[config.mk]
export PLATFORM = sky130hd
export DESIGN_NAME = hilo_muldiv
export DESIGN_NICKNAME = d
export VERILOG_FILES = /design/src/rtl/hilo_muldiv.sv
export SDC_FILE = /design/constraint.sdc
export NUM_CORES = 1
export LEC_CHECK = 0
export ABC_AREA = 0
export BUFFER_PORTS_ARGS = -buffer_cell sky130_fd_sc_hd__buf_2
export CELL_PAD_IN_SITES_DETAIL_PLACEMENT = 2
export CELL_PAD_IN_SITES_GLOBAL_PLACEMENT = 2
export CORE_MARGIN = 2
export CORE_UTILIZATION = 38
export DETAILED_ROUTE_END_ITERATION = 10
export HOLD_SLACK_MARGIN = 0.03
export MAX_ROUTING_LAYER = met4
export PLACE_DENSITY = 0.89
export SYNTH_ARGS = -nofsm -noshare
export SYNTH_HDL_FRONTEND = slang
export SYNTH_SLANG_ARGS = --single-unit
[constraint.sdc]
create_clock -name clk -period 4.2 [get_ports clk]
set_clock_uncertainty 0.2 [all_clocks]
set_input_delay 0.63 -clock clk [delete_from_list [all_inputs] [get_ports clk]]
set_output_delay 0.63 -clock clk [all_outputs]
set_load 0.01 [all_outputs]
[src/rtl/hilo_muldiv.sv]
// rtl/hilo_muldiv.sv - HI/LO register pair with iterative 32x32 multiply/divide
//
// Ports:
//   clk, rst_n   rising-edge clock, asynchronous active-low reset
//   iHiLoWrite   update request (MOVE or MULT/DIV start)
//   iHL          1 = HI, 0 = LO; read select and move target
//   iALUc        1100 MULT, 1101 MULTU, 1110 DIV, 1111 DIVU, 0xxx MOVE, 10xx ignored
//   iRegOut1     rs operand (dividend / multiplicand / move data)
//   iRegOut2     rt operand (divisor / multiplier)
//   oHiLoOut     iHL ? HI : LO
//   oBusy        operation in flight (IDLE accept edge through FIX edge)
//   oDone        one-cycle pulse after the edge that writes the result
module hilo_muldiv (
    input  logic        clk,
    input  logic        rst_n,
    input  logic        iHiLoWrite,
    input  logic        iHL,
    input  logic [3:0]  iALUc,
    input  logic [31:0] iRegOut1,
    input  logic [31:0] iRegOut2,
    output logic [31:0] oHiLoOut,
    output logic        oBusy,
    output logic        oDone
);

    typedef enum logic [1:0] {IDLE, BUSY, FIX} state_t;

    state_t      state_q;
    logic [4:0]  cnt_q;
    logic [31:0] hi_q, lo_q;
    logic [63:0] acc_q, acc_d;   // mult: {partial, multiplier}; div: {remainder, dividend/quotient}
    logic [31:0] m_q;            // multiplicand (mult) or divisor (div) magnitude
    logic [31:0] orig_q;         // raw dividend, reported as HI on divide by zero
    logic        mul_q, qneg_q, rneg_q, div0_q;
    logic        busy_q, done_q;

    // Operand decode for the accept edge
    logic        is_mul, is_signed, rs_neg, rt_neg;
    logic [31:0] rs_mag, rt_mag;

    assign is_mul    = ~iALUc[1];
    assign is_signed = ~iALUc[0];
    assign rs_neg    = is_signed & iRegOut1[31];
    assign rt_neg    = is_signed & iRegOut2[31];
    assign rs_mag    = rs_neg ? (~iRegOut1 + 32'd1) : iRegOut1;
    assign rt_mag    = rt_neg ? (~iRegOut2 + 32'd1) : iRegOut2;

    // One iteration of shift-add multiply or restoring divide
    logic [32:0] mul_sum;
    logic [33:0] div_diff;

    always_comb begin
        mul_sum  = {1'b0, acc_q[63:32]} + (acc_q[0] ? {1'b0, m_q} : 33'd0);
        // Shifted remainder needs 33 bits since it can reach 2*divisor-1
        div_diff = {1'b0, acc_q[63:31]} - {2'b00, m_q};
        acc_d    = acc_q;
        if (mul_q)
            acc_d = {mul_sum, acc_q[31:1]};
        else if (div_diff[33])
            acc_d = {acc_q[62:0], 1'b0};
        else
            acc_d = {div_diff[31:0], acc_q[30:0], 1'b1};
    end

    // Sign correction and divide-by-zero override for the FIX edge
    logic [63:0] prod_fix;
    logic [31:0] hi_d, lo_d;

    always_comb begin
        prod_fix = qneg_q ? (~acc_q + 64'd1) : acc_q;
        hi_d     = prod_fix[63:32];
        lo_d     = prod_fix[31:0];
        if (!mul_q) begin
            if (div0_q) begin
                lo_d = 32'hFFFF_FFFF;
                hi_d = orig_q;
            end else begin
                lo_d = qneg_q ? (~acc_q[31:0] + 32'd1)  : acc_q[31:0];
                hi_d = rneg_q ? (~acc_q[63:32] + 32'd1) : acc_q[63:32];
            end
        end
    end

    always_ff @(posedge clk or negedge rst_n) begin
        if (!rst_n) begin
            state_q <= IDLE;
            cnt_q   <= 5'd0;
            hi_q    <= 32'd0;
            lo_q    <= 32'd0;
            acc_q   <= 64'd0;
            m_q     <= 32'd0;
            orig_q  <= 32'd0;
            mul_q   <= 1'b0;
            qneg_q  <= 1'b0;
            rneg_q  <= 1'b0;
            div0_q  <= 1'b0;
            busy_q  <= 1'b0;
            done_q  <= 1'b0;
        end else begin
            done_q <= 1'b0;
            case (state_q)
                IDLE: begin
                    if (iHiLoWrite) begin
                        if (!iALUc[3]) begin
                            if (iHL) hi_q <= iRegOut1;
                            else     lo_q <= iRegOut1;
                        end else if (iALUc[2]) begin
                            mul_q   <= is_mul;
                            m_q     <= is_mul ? rs_mag : rt_mag;
                            acc_q   <= {32'd0, is_mul ? rt_mag : rs_mag};
                            qneg_q  <= rs_neg ^ rt_neg;
                            rneg_q  <= rs_neg;
                            div0_q  <= ~is_mul & (iRegOut2 == 32'd0);
                            orig_q  <= iRegOut1;
                            cnt_q   <= 5'd0;
                            busy_q  <= 1'b1;
                            state_q <= BUSY;
                        end
                    end
                end
                BUSY: begin
                    acc_q <= acc_d;
                    cnt_q <= cnt_q + 5'd1;
                    if (cnt_q == 5'd31) state_q <= FIX;
                end
                FIX: begin
                    hi_q    <= hi_d;
                    lo_q    <= lo_d;
                    done_q  <= 1'b1;
                    busy_q  <= 1'b0;
                    state_q <= IDLE;
                end
                default: state_q <= IDLE;
            endcase
        end
    end

    assign oHiLoOut = iHL ? hi_q : lo_q;
    assign oBusy    = busy_q;
    assign oDone    = done_q;

endmodule

==> impl_results.html <==
<table>
<tr><th>Metric</th><th>Value</th></tr>
<tr><th colspan="2">Setup path</th></tr>
<tr><td>Slack of the worst reg-to-reg path</td><td>~0.022 ns</td></tr>
<tr><td>Required time worst endpoint</td><td>between 4 and 5 ns</td></tr>
<tr><td>Sort of element at the end of the critical path</td><td>flip-flop</td></tr>
<tr><td>Depth of the most critical reg-to-reg path</td><td>8</td></tr>
<tr><td>Crit path launch</td><td>acc_q[2]</td></tr>
<tr><td>Critical path peak fanout</td><td>7</td></tr>
<tr><td>Arr. time, crit path</td><td>about 4.4 ns</td></tr>
<tr><td>Critical register-to-register path endpoint</td><td>hi_q[0]</td></tr>
<tr><td>Startpoint-to-endpoint class of the critical path</td><td>reg -&gt; reg</td></tr>
<tr><td>Launch point of the worst reg-to-reg path</td><td>acc_q[2]</td></tr>
<tr><td>Startpoint class of the critical path</td><td>flip-flop</td></tr>
<tr><th colspan="2">STA</th></tr>
<tr><td>PnR worst setup slack</td><td>around 0.022 ns</td></tr>
<tr><td>Share of the clock period used by the worst path</td><td>99.47%</td></tr>
<tr><td>Unrepaired setup endpoints after global routing</td><td>false</td></tr>
<tr><td>Min cycle time layout</td><td>4.178 ns</td></tr>
<tr><td>Maximum achievable frequency</td><td>239.4 MHz</td></tr>
<tr><td>Final setup vio count</td><td>0</td></tr>
<tr><td>Max transition margin</td><td>18.13%</td></tr>
<tr><td>Count of final max-slew check failures</td><td>0</td></tr>
<tr><td>Worst hold slack across all endpoints</td><td>around 0.14 ns</td></tr>
<tr><td>Slew at the pin closest to its max-slew limit</td><td>1.221 ns</td></tr>
<tr><td>Summed negative setup slack over all endpoints</td><td>0 ns</td></tr>
<tr><td>Number of endpoints with negative hold slack in the final report</td><td>0</td></tr>
<tr><th colspan="2">Clock tree</th></tr>
<tr><td>Clk pin slew, worst setup/hold paths</td><td>roughly 0.070 ns</td></tr>
<tr><td>Num CTS Buffers</td><td>27</td></tr>
<tr><td>Clock tree from TritonCTS</td><td>built</td></tr>
<tr><td>Clock root buffer</td><td>sky130_fd_sc_hd__clkbuf_16</td></tr>
<tr><td>Number of setup buffers added after CTS</td><td>0</td></tr>
<tr><td>Maximum count of clock buffers along a single path</td><td>3</td></tr>
<tr><td>Count of H-tree levels built during CTS</td><td>1</td></tr>
<tr><td>Worst-Skew Late Latency</td><td>slightly above 0.6 ns</td></tr>
<tr><td>Number of clock sinks seen by CTS</td><td>205</td></tr>
<tr><th colspan="2">Synthesis</th></tr>
<tr><td>Cell types with the largest area share after synthesis</td><td>sky130_fd_sc_hd__dfrtp_1 (29%), sky130_fd_sc_hd__nand2_1 (7.6%), sky130_fd_sc_hd__mux2i_1 (5.9%)</td></tr>
<tr><td>Average cell area after synthesis</td><td>7.825 um^2</td></tr>
<tr><td>Synthesis Warnings</td><td>0</td></tr>
<tr><td>Seq/Total Area, Yosys</td><td>about 29%</td></tr>
<tr><td>Number of distinct library cells after synthesis</td><td>77</td></tr>
<tr><td>Number of storage elements in the synthesis netlist</td><td>205</td></tr>
<tr><td>Mapped Area</td><td>~17000 um^2</td></tr>
<tr><td>Synth async-reset ratio</td><td>100.0%</td></tr>
<tr><td>Cell accounting for the most synthesized area</td><td>sky130_fd_sc_hd__dfrtp_1</td></tr>
<tr><td>Prevailing post-synth register cell</td><td>sky130_fd_sc_hd__dfrtp_1</td></tr>
<tr><td>Post-synth EDFFs</td><td>0</td></tr>
<tr><td>Area share of the largest cell type after synthesis</td><td>just under 30%</td></tr>
<tr><td>Post-Synthesis Net Count</td><td>~2400</td></tr>
<tr><td>Cell count after synthesis</td><td>roughly 2200</td></tr>
<tr><th colspan="2">Detailed routing</th></tr>
<tr><td>Violation count after the first detailed-route iteration</td><td>2251</td></tr>
<tr><td>Vias</td><td>just under 20000</td></tr>
<tr><td>Met3 Routed Length</td><td>~7.7 mm</td></tr>
<tr><td>Antenna Violating Nets Remaining</td><td>0</td></tr>
<tr><td>1st-pass router iterations</td><td>5</td></tr>
<tr><td>Top Metal Used</td><td>met4</td></tr>
<tr><td>Met2 Routed Length</td><td>44.16 mm</td></tr>
<tr><td>DRT met1 WL</td><td>37.37 mm</td></tr>
<tr><td>Residual DRC</td><td>0</td></tr>
<tr><td>Routed WL per cell</td><td>approximately 33 um</td></tr>
<tr><td>DRT Wirelength</td><td>~95 mm</td></tr>
<tr><td>Detailed-route vias per instance</td><td>6.756</td></tr>
<tr><th colspan="2">Floorplan</th></tr>
<tr><td>Initial core utilization</td><td>about 38%</td></tr>
<tr><td>Placement row count</td><td>approximately 80</td></tr>
<tr><td>Total die area</td><td>about 48000 um^2</td></tr>
<tr><td>Top Ports</td><td>106</td></tr>
<tr><td>Die X</td><td>about 220 um</td></tr>
<tr><td>Die H</td><td>218.0 um</td></tr>
<tr><td>Core Box Area</td><td>45280 um^2</td></tr>
<tr><th colspan="2">GRT</th></tr>
<tr><td>Total congestion overflow</td><td>0</td></tr>
<tr><td>Maximum number of pins on one net before global-route repair</td><td>114</td></tr>
<tr><td>GRT Util Overall</td><td>between 40% and 50%</td></tr>
<tr><td>Via count of the first global-routing pass</td><td>approximately 21000</td></tr>
<tr><td>First-pass GRT wire length</td><td>approximately 140 mm</td></tr>
<tr><td>Initial antenna violation count</td><td>3</td></tr>
<tr><th colspan="2">Pwr</th></tr>
<tr><td>Leak</td><td>between 8 and 9 nW</td></tr>
<tr><td>Maximum ir drop on the vdd rail</td><td>approximately 0.00039 V</td></tr>
<tr><td>Total power draw</td><td>slightly above 0.02 W</td></tr>
<tr><td>Switching power as a share of total power</td><td>a little over half</td></tr>
<tr><td>Net switching power</td><td>0.01113 W</td></tr>
<tr><td>Power share of the sequential group</td><td>between 20 and 25%</td></tr>
<tr><td>Combinational share of power</td><td>between 60% and 70%</td></tr>
<tr><td>Internal power consumption</td><td>0.009192 W</td></tr>
<tr><td>Pwr Density</td><td>1036 nW/um^2</td></tr>
<tr><td>Clock group share of total power</td><td>between 10% and 20%</td></tr>
<tr><th colspan="2">Final layout</th></tr>
<tr><td>Share of layout cells above drive strength 1</td><td>12.95%</td></tr>
<tr><td>Fill cell instance count of the final layout</td><td>approximately 5100</td></tr>
<tr><td>Multi-input combinational cell area</td><td>between 10000 and 15000 um^2</td></tr>
<tr><td>FF+latch area</td><td>5136 um^2</td></tr>
<tr><td>Area overhead of the layout relative to synthesis</td><td>12.76%</td></tr>
<tr><td>Finished Cell Area</td><td>around 20000 um^2</td></tr>
<tr><td>Most common cell after layout, fill and taps aside</td><td>sky130_fd_sc_hd__nand2_1</td></tr>
<tr><td>Number of nets in the finished design</td><td>2401</td></tr>
<tr><td>Leading cell types in the layout, fill and taps excluded</td><td>sky130_fd_sc_hd__nand2_1 (349), sky130_fd_sc_hd__dfrtp_1 (202), sky130_fd_sc_hd__nor2_1 (191), sky130_fd_sc_hd__o21ai_0 (191), sky130_fd_sc_hd__a21oi_1 (162)</td></tr>
<tr><th colspan="2">Place</th></tr>
<tr><td>Gp weighted congestion</td><td>0.9610</td></tr>
<tr><td>Placement-stage worst setup slack</td><td>0.4031 ns</td></tr>
<tr><td>Post-Place Cell Area</td><td>~19000 um^2</td></tr>
<tr><td>Post-detail-place hpwl</td><td>64.00 mm</td></tr>
<tr><td>Number of port buffers</td><td>105</td></tr>
<tr><th colspan="2">Min path</th></tr>
<tr><td>Hold path startpoint</td><td>iRegOut1[6]</td></tr>
<tr><td>Hold worst-path end</td><td>orig_q[6]</td></tr>
<tr><td>Worst Hold Path Cells</td><td>3</td></tr>
<tr><td>Worst hold path type</td><td>in -&gt; reg</td></tr>
<tr><th colspan="2">Run status</th></tr>
<tr><td>Result of the run</td><td>completed</td></tr>
<tr><th colspan="2">Job</th></tr>
<tr><td>Max cap viols</td><td>0</td></tr>
</table>
==> worst max-delay path, cell delays in order, from the launching register on <==
cell                       delay, ns
sky130_fd_sc_hd__dfrtp_1        0.55
sky130_fd_sc_hd__nor4_1         0.82
sky130_fd_sc_hd__nand2_1        0.27
sky130_fd_sc_hd__or3_1          0.43
sky130_fd_sc_hd__or3_1          0.41
sky130_fd_sc_hd__o21ai_0        0.41
sky130_fd_sc_hd__a21oi_1        0.18
sky130_fd_sc_hd__o211ai_1       0.43
sky130_fd_sc_hd__o21ai_0        0.29
==> final cells by class <==
class,count,area share [%]
inverter,67,1.301
clock buffer,34,3.834
clock inverter,16,1.193
timing repair buffer,170,5.422
multi-input combinational,1786,58.20
sequential,205,26.19
tap,600,3.828
antenna,3,0.03828
==> stage by stage <==
step / instances / util, %
3_3_place_gp: 2827 / 41.06
2_1_floorplan: 2223 / -
3_5_place_dp: 2827 / 41.06
5_1_grt: 2881 / 43.31
6_report: 2881 / 43.31
4_1_cts: 2878 / 43.27
==> per-layer routing <==
layer | up-vias | global-route usage [%]
met1 | 9970 | 48.05
li1 | 8041 | -
met5 | - | -
met2 | 1105 | 63.94
met3 | 349 | 8.243
met4 | 0 | 21.54
==> how the worst max path moves through the flow <==
stage	endpoint	slack, ns	cells past startpoint
after detailed placement	acc_q[58]	0.40	12
final	hi_q[0]	0.02	8
after global routing	acc_q[63]	0.01	13
after CTS	acc_q[56]	0.08	12
after global placement	acc_q[63]	0.46	13
after floorplan	acc_q[60]	0.93	14
==> synth_stat cells, types with 43 or more instances <==
| cell type | count |
|---|---|
| sky130_fd_sc_hd__a21oi_1 | 163 |
| sky130_fd_sc_hd__clkbuf_1 | 144 |
| sky130_fd_sc_hd__dfrtp_1 | 205 |
| sky130_fd_sc_hd__ha_1 | 70 |
| sky130_fd_sc_hd__inv_1 | 66 |
| sky130_fd_sc_hd__mux2_2 | 43 |
| sky130_fd_sc_hd__mux2i_1 | 102 |
| sky130_fd_sc_hd__nand2_1 | 350 |
| sky130_fd_sc_hd__nor2_1 | 194 |
| sky130_fd_sc_hd__o21ai_0 | 191 |
| sky130_fd_sc_hd__xnor2_1 | 83 |
| sky130_fd_sc_hd__xor2_1 | 73 |
==> registers in the layout, indices dropped and copies added, names as in the netlist <==
register	cells
acc_q	64
cnt_q	5
div0_q	1
hi_q	32
lo_q	32
m_q	32
mul_q	1
oBusy	1
oDone	1
orig_q	32
qneg_q	1
rneg_q	1
state_q	2
==> power by group through the flow <==
stage / Combinational [W] / Clock [W] / Sequential [W]
finish: 0.0131 / 0.00272 / 0.00453
global route: 0.0138 / 0.00277 / 0.00457
CTS: 0.0126 / 0.00271 / 0.00443
detailed placement: 0.0120 / 0 / 0.00436
global placement: 0.0112 / 0 / 0.00422
floorplan: 0.00819 / 0 / 0.00358
==> repair_timing <==
action / CTS / global route
hold endpoints to repair: 110 / 0
hold buffers: 1 / 0
pin swaps: 0 / 1
endpoints found under the setup margin: 1 / 8
gates resized for setup: 1 / 4
==> logic make-up after synthesis <==
kind of cell | Yosys count | share of synthesized area (%)
xor+xnor | 156 | 7.855
compound gates | 660 | 24.14
flops | 205 | 29.49
simple gates | 753 | 19.46
mux | 145 | 8.653
fa+ha+maj | 72 | 5.265
buf+inv | 232 | 5.136
Power figures use the tool's default switching activity.
